===== src/rtl/gain_pkg.sv =====
// Shared gain-code definitions for the AGC loop and any gain UI.
// Codes are signed 4-bit: -8 is mute, 0 is unity, 7 is the loudest setting.
package gain_pkg;

  localparam logic [3:0] GAIN_MUTE  = 4'b1000;
  localparam logic [3:0] GAIN_UNITY = 4'b0000;
  localparam logic [3:0] GAIN_MAX   = 4'b0111;

  typedef enum logic [1:0] {
    ACCUM,
    DECIDE,
    MANUAL
  } state_t;

  // Signed step with saturation. The result always lands in [lo, hi].
  // A code that starts outside the range is therefore pulled back inside.
  function automatic logic [3:0] sat_step(input logic [3:0] code, input int delta,
                                          input int lo, input int hi);
    int v;
    v = int'($signed(code)) + delta;
    if (v < lo) begin
      v = lo;
    end else if (v > hi) begin
      v = hi;
    end
    return v[3:0];
  endfunction

endpackage


===== src/rtl/peak_detector.sv =====
// Windowed peak and clip measurement on accepted samples; window_done flags the sample closing the window.
// Window results register on that same edge; never stalls the stream, clear holds the window empty.
module peak_detector #(
  parameter int W        = 16,
  parameter int WINDOW   = 256,
  parameter int CLIP_THR = 32000
) (
  input  logic         clk,
  input  logic         reset_n,
  input  logic         clear,
  input  logic         sample_valid,
  input  logic [W-1:0] sound_in,
  output logic         window_done,
  output logic [W-1:0] win_peak,
  output logic         win_clip
);

  localparam int CW = $clog2(WINDOW + 1);
  localparam logic [CW-1:0] LAST   = CW'(WINDOW - 1);
  localparam logic [W-1:0]  CLIP_T = W'(CLIP_THR);
  localparam logic [W-1:0]  NEG_MIN = {1'b1, {(W-1){1'b0}}};
  localparam logic [W-1:0]  POS_MAX = {1'b0, {(W-1){1'b1}}};

  logic [CW-1:0] count;
  logic [W-1:0]  peak;
  logic          clip_flag;
  logic [W-1:0]  mag;
  logic [W-1:0]  peak_in;
  logic          clip_in;

  always_comb begin
    mag = sound_in;
    // The most negative value has no positive twin; pin it to full scale.
    if (sound_in == NEG_MIN) begin
      mag = POS_MAX;
    end else if (sound_in[W-1]) begin
      mag = ~sound_in + 1'b1;
    end
    peak_in     = (mag > peak) ? mag : peak;
    clip_in     = clip_flag | (mag >= CLIP_T);
    window_done = sample_valid && !clear && (count == LAST);
  end

  // The running state empties on the closing edge, so a sample arriving one
  // cycle later naturally opens the next window with peak = its magnitude.
  always_ff @(posedge clk) begin
    if (!reset_n || clear) begin
      count     <= '0;
      peak      <= '0;
      clip_flag <= 1'b0;
    end else if (sample_valid) begin
      if (count == LAST) begin
        count     <= '0;
        peak      <= '0;
        clip_flag <= 1'b0;
      end else begin
        count     <= count + 1'b1;
        peak      <= peak_in;
        clip_flag <= clip_in;
      end
    end
  end

  always_ff @(posedge clk) begin
    if (!reset_n) begin
      win_peak <= '0;
      win_clip <= 1'b0;
    end else if (window_done) begin
      win_peak <= peak_in;
      win_clip <= clip_in;
    end
  end

endmodule


===== src/rtl/gain_controller.sv =====
// AGC loop: steps a signed 4-bit gain from windowed peak/clip measurements, with manual override.
// Gain updates on the edge after the window-closing edge; samples are never stalled.
module gain_controller
  import gain_pkg::*;
#(
  parameter int W            = 16,
  parameter int WINDOW       = 256,
  parameter int HIGH_THR     = 24576,
  parameter int LOW_THR      = 8192,
  parameter int CLIP_THR     = 32000,
  parameter int HOLD_WINDOWS = 4,
  parameter int MIN_GAIN     = -7,
  parameter int MAX_GAIN     = 7
) (
  input  logic         clk,
  input  logic         reset_n,
  input  logic         sample_valid,
  input  logic [W-1:0] sound_in,
  input  logic         manual_en,
  input  logic [3:0]   manual_gain,
  output logic [3:0]   gain,
  output logic         gain_update,
  output logic         clip
);

  localparam int QW = $clog2(HOLD_WINDOWS + 1);
  localparam logic [QW-1:0] HOLD   = QW'(HOLD_WINDOWS);
  localparam logic [W-1:0]  HIGH_T = W'(HIGH_THR);
  localparam logic [W-1:0]  LOW_T  = W'(LOW_THR);

  state_t        state;
  state_t        state_nxt;
  logic [3:0]    gain_nxt;
  logic          clip_nxt;
  logic [QW-1:0] quiet;
  logic [QW-1:0] quiet_nxt;
  logic [QW-1:0] quiet_inc;
  logic          det_clear;
  logic          window_done;
  logic [W-1:0]  win_peak;
  logic          win_clip;
  int            delta;

  // Manual mode keeps the measurement window empty, including the entry edge.
  assign det_clear = manual_en || (state == MANUAL);

  peak_detector #(
    .W        (W),
    .WINDOW   (WINDOW),
    .CLIP_THR (CLIP_THR)
  ) u_peak_detector (
    .clk          (clk),
    .reset_n      (reset_n),
    .clear        (det_clear),
    .sample_valid (sample_valid),
    .sound_in     (sound_in),
    .window_done  (window_done),
    .win_peak     (win_peak),
    .win_clip     (win_clip)
  );

  always_comb begin
    state_nxt = state;
    gain_nxt  = gain;
    clip_nxt  = clip;
    quiet_nxt = quiet;
    quiet_inc = quiet + 1'b1;
    delta     = 0;
    if (manual_en) begin
      state_nxt = MANUAL;
      gain_nxt  = manual_gain;
      clip_nxt  = 1'b0;
      quiet_nxt = '0;
    end else begin
      case (state)
        ACCUM: begin
          if (window_done) begin
            state_nxt = DECIDE;
          end
        end
        DECIDE: begin
          state_nxt = ACCUM;
          clip_nxt  = win_clip;
          quiet_nxt = '0;
          if (win_clip) begin
            delta = -2;
          end else if (win_peak > HIGH_T) begin
            delta = -1;
          end else if (win_peak < LOW_T) begin
            if (quiet_inc == HOLD) begin
              delta = 1;
            end else begin
              quiet_nxt = quiet_inc;
            end
          end
          // Neutral windows leave an out-of-range manual code untouched.
          if (delta != 0) begin
            gain_nxt = sat_step(gain, delta, MIN_GAIN, MAX_GAIN);
          end
        end
        MANUAL: begin
          state_nxt = ACCUM;
          clip_nxt  = 1'b0;
          quiet_nxt = '0;
        end
        default: begin
          state_nxt = ACCUM;
        end
      endcase
    end
  end

  always_ff @(posedge clk) begin
    if (!reset_n) begin
      state       <= ACCUM;
      gain        <= GAIN_UNITY;
      gain_update <= 1'b0;
      clip        <= 1'b0;
      quiet       <= '0;
    end else begin
      state       <= state_nxt;
      gain        <= gain_nxt;
      gain_update <= (gain_nxt != gain);
      clip        <= clip_nxt;
      quiet       <= quiet_nxt;
    end
  end

endmodule


===== config.mk =====
export PLATFORM = sky130hd
export DESIGN_NAME = gain_controller
export DESIGN_NICKNAME = d
export VERILOG_FILES = /design/src/rtl/gain_pkg.sv /design/src/rtl/peak_detector.sv /design/src/rtl/gain_controller.sv
export SDC_FILE = /design/constraint.sdc
export NUM_CORES = 1
export LEC_CHECK = 0
export CAP_MARGIN = 15
export CORE_ASPECT_RATIO = 0.5
export CORE_MARGIN = 2
export CORE_UTILIZATION = 60
export DETAILED_ROUTE_END_ITERATION = 8
export GPL_ROUTABILITY_DRIVEN = 0
export PLACE_DENSITY = 0.85
export SYNTH_ARGS = -nofsm -noshare
export SYNTH_HDL_FRONTEND = slang
export SYNTH_HIERARCHICAL = 1
export SYNTH_SLANG_ARGS = --single-unit

===== constraint.sdc =====
create_clock -name clk -period 7.7 [get_ports clk]
set_input_delay 1.925 -clock clk [delete_from_list [all_inputs] [get_ports clk]]
set_output_delay 1.925 -clock clk [all_outputs]
set_load 0.02 [all_outputs]

==> out/metrics.cfg <==
[outcome]
status=finished clean

[min_path]
holdPathEnd=u_peak_detector/win_peak[5]
hold_depth=2
hold_path_class=reg2reg
hp-start=u_peak_detector/win_peak[5]

[timing]
hold_ws_ns=0.459
tns_ns=0
fmax_mhz=163
setup_violations=0
hold_viol_final=0
fin_skew_ns=0.0110
fin_crit_sh=0.795
slew-limit-headroom=0.236
drv_slew=0
worst_slew_pin_slew_ns=1.14
period_needed_ns=6.12
rsz0062_at_grt=false

[logic_synthesis]
synth_warnings=6
syn_inst=464
syn_area_um2=4170
ys_types=78
syn_area_per_cell_um2=8.99
synth.yosys.seq_area_share=0.259
syn_nets=534
synth_ff_type=dfxtp_1
ys_seq_elements=54
synthArstFlopShare=0
synth_edf_count=0

[die]
fp.dieArea_um2=7680
num_rows=21
start_util=0.623
design.core.area_um2=6700
die_width_um=122
ios=30
fp.dieH_um=63.0

[placed_design]
placed_area_um2=4520
port_buffers=29
post-dp-hpwl_um=6840
dp_cells=576

[global_route]
antenna_found_initial=0
overflow=0
grt_pass1_wl_um=15600
grt_start_max_net_pins=19
grt.total_usage=0.246
grt_pass1_vias=3475

[final_layout]
area_growth_pct=12.5
antennaDiodeCount=0
drive_gt1_frac=0.0874
layout.nets=561
fillers=525
final_common_cell=dfxtp_1
fin_area_um2=4690
fin_cells=584
final_cell_mix=dfxtp_1, inv_1, nand2_1

[cts]
postCtsSetupRepairBufs=0
cts_tree=done
ctsHtreeMaxLevel=2
cts_buffers=5
post_cts_resized=0
cts_hold_buf=0
clockBufferDepth=2
clock_sinks=54
path_clk_slew_ns=0.07
clk_latency_ns=0.29
cts_root_buf=clkbuf_16

[critical_path]
crit_buf_inv=3
slowest_delay_ns=0.63
critPathSlowestCell=a21oi_1
reg2regPathDepth=17
cp_max_fo=11
end_kind=flip-flop
r2r-end=gain_update
crit_type=in2reg
required_ns=7.94
r2r_slack_ns=2.56
crit_path_start_kind=input pin
critPathTopFamily=simple AND/OR/NAND/NOR gates
path_cells=clkdlybuf4s50_1 > inv_1 > ha_1 > or3b_1 > nor4_2 > nand3_1 > nand2_1 > ha_1 > a21oi_1 > o21ai_0 > a221o_1 > nor3_2 > o21ai_0 > a21oi_1 > buf_4 > a22o_1
crit_arrival_ns=6.36
reg2reg_from=u_peak_detector/win_peak[1]

[power_and_ir_drop]
power-per-cell-area_nw_per_um2=150
leakage_nw=1.89
peakVddDrop_uv=84.1

[route]
wl_um=8980
num_vias=3587
postRouteAntennaNets=0
route.detailed.drc=0
drt_iter0_markers=299
dr.pass1.iters=5
wl_per_cell_um=15.4
vias_per_cell=6.14

[run]
drv_cap=0

==> stage by stage <==
stage          total power [mW]  utilization  worst slack [ns]
3_5_place_dp              0.443        0.674              1.34
6_report                  0.706        0.701              1.58
5_1_grt                   0.736        0.701              1.27
2_1_floorplan             0.401            -              1.90
3_3_place_gp              0.440        0.674              1.42
4_1_cts                   0.707        0.701              1.65
==> cell type report <==
type / count / area, µm² / share of cell area
sequential: 54 / 1080 / 0.230
clock buffer: 6 / 139 / 0.0296
multi-input combinational: 356 / 2850 / 0.607
timing repair buffer: 32 / 313 / 0.0666
tap: 92 / 115 / 0.0245
inverter: 42 / 158 / 0.0336
clock inverter: 2 / 38.8 / 0.00826
==> worst max path at each step <==
stage | startpoint | to | cells past startpoint
after detailed placement | sound_in[0] | u_peak_detector/peak[4] | 16
final | sound_in[0] | u_peak_detector/peak[5] | 16
after global routing | sound_in[0] | u_peak_detector/win_peak[13] | 15
after floorplan | u_peak_detector/win_peak[4] | gain_update | 16
after CTS | sound_in[0] | u_peak_detector/peak[4] | 16
after global placement | sound_in[0] | u_peak_detector/peak[4] | 16
==> power breakdown <==
part / total, mW / switching [mW] / internal (mW) / leakage, nW
combinational: 0.149 / 0.0820 / 0.0667 / 1.37
clock: 0.266 / 0.102 / 0.164 / 0.0875
sequential: 0.291 / 0.00733 / 0.284 / 0.437
==> worst register-to-register path: stages, from the launching register on <==
cell and delay (ns):
dfxtp_1 0.31, nor4_1 0.41, and4_1 0.35, o21ai_2 0.08, buf_4 0.22, ha_1 0.32, a21o_1 0.20, a21o_1 0.24
fa_1 0.42, fa_1 0.37, inv_1 0.08, fa_1 0.47, nor4b_1 0.34, o311ai_0 0.23, a211oi_1 0.39, a21oi_2 0.12
xnor2_1 0.14, o311a_1 0.34
==> synthesized netlist by cell type, drive strengths merged (6+ instances only) <==
| master | instances | share of area |
|---|---|---|
| buf | 7 | 0.016 |
| nor2 | 35 | 0.033 |
| dfxtp | 54 | 0.26 |
| ha | 27 | 0.081 |
| a22o | 16 | 0.034 |
| nand2 | 41 | 0.037 |
| nand3 | 7 | 0.0096 |
| fa | 19 | 0.091 |
| xor2 | 18 | 0.038 |
| nor3 | 8 | 0.011 |
| inv | 41 | 0.037 |
| a21oi | 16 | 0.020 |
| mux2i | 20 | 0.048 |
| xnor2 | 6 | 0.013 |
| nand4 | 10 | 0.015 |
| o21ai | 31 | 0.038 |
| nor4 | 7 | 0.015 |
| a21o | 11 | 0.021 |
==> flip-flops by register name, summed over array words and instances, names as in the netlist <==
register                   cells
u_peak_detector/peak          16
u_peak_detector/win_peak      16
u_peak_detector/count          9
gain                           4
quiet                          3
state                          2
clip                           1
gain_update                    1
u_peak_detector/clip_flag      1
u_peak_detector/win_clip       1
==> cell families (layout without fill, tap and decap cells) <==
kind of cell               count (synthesis)  count (layout)  share of synthesized area
buffers and inverters                     54              82                     0.0585
adders and majority gates                 46              46                      0.172
muxes                                     20              20                     0.0480
DFF                                       54              54                      0.259
AOI/OAI and AO/OA                        112             112                      0.201
and+or+nand+nor                          154             154                      0.211
xor gates and xnor gates                  24              24                     0.0504
==> metal layers <==
metal  GRT usage  wire length [µm]  up-vias
li1            -                 -     1719
met1       0.325              4100     1723
met2       0.430              4280      134
met3      0.0310               504       11
met4      0.0575                93        0
met5           0                 0        -
Power figures use the tool's default switching activity.
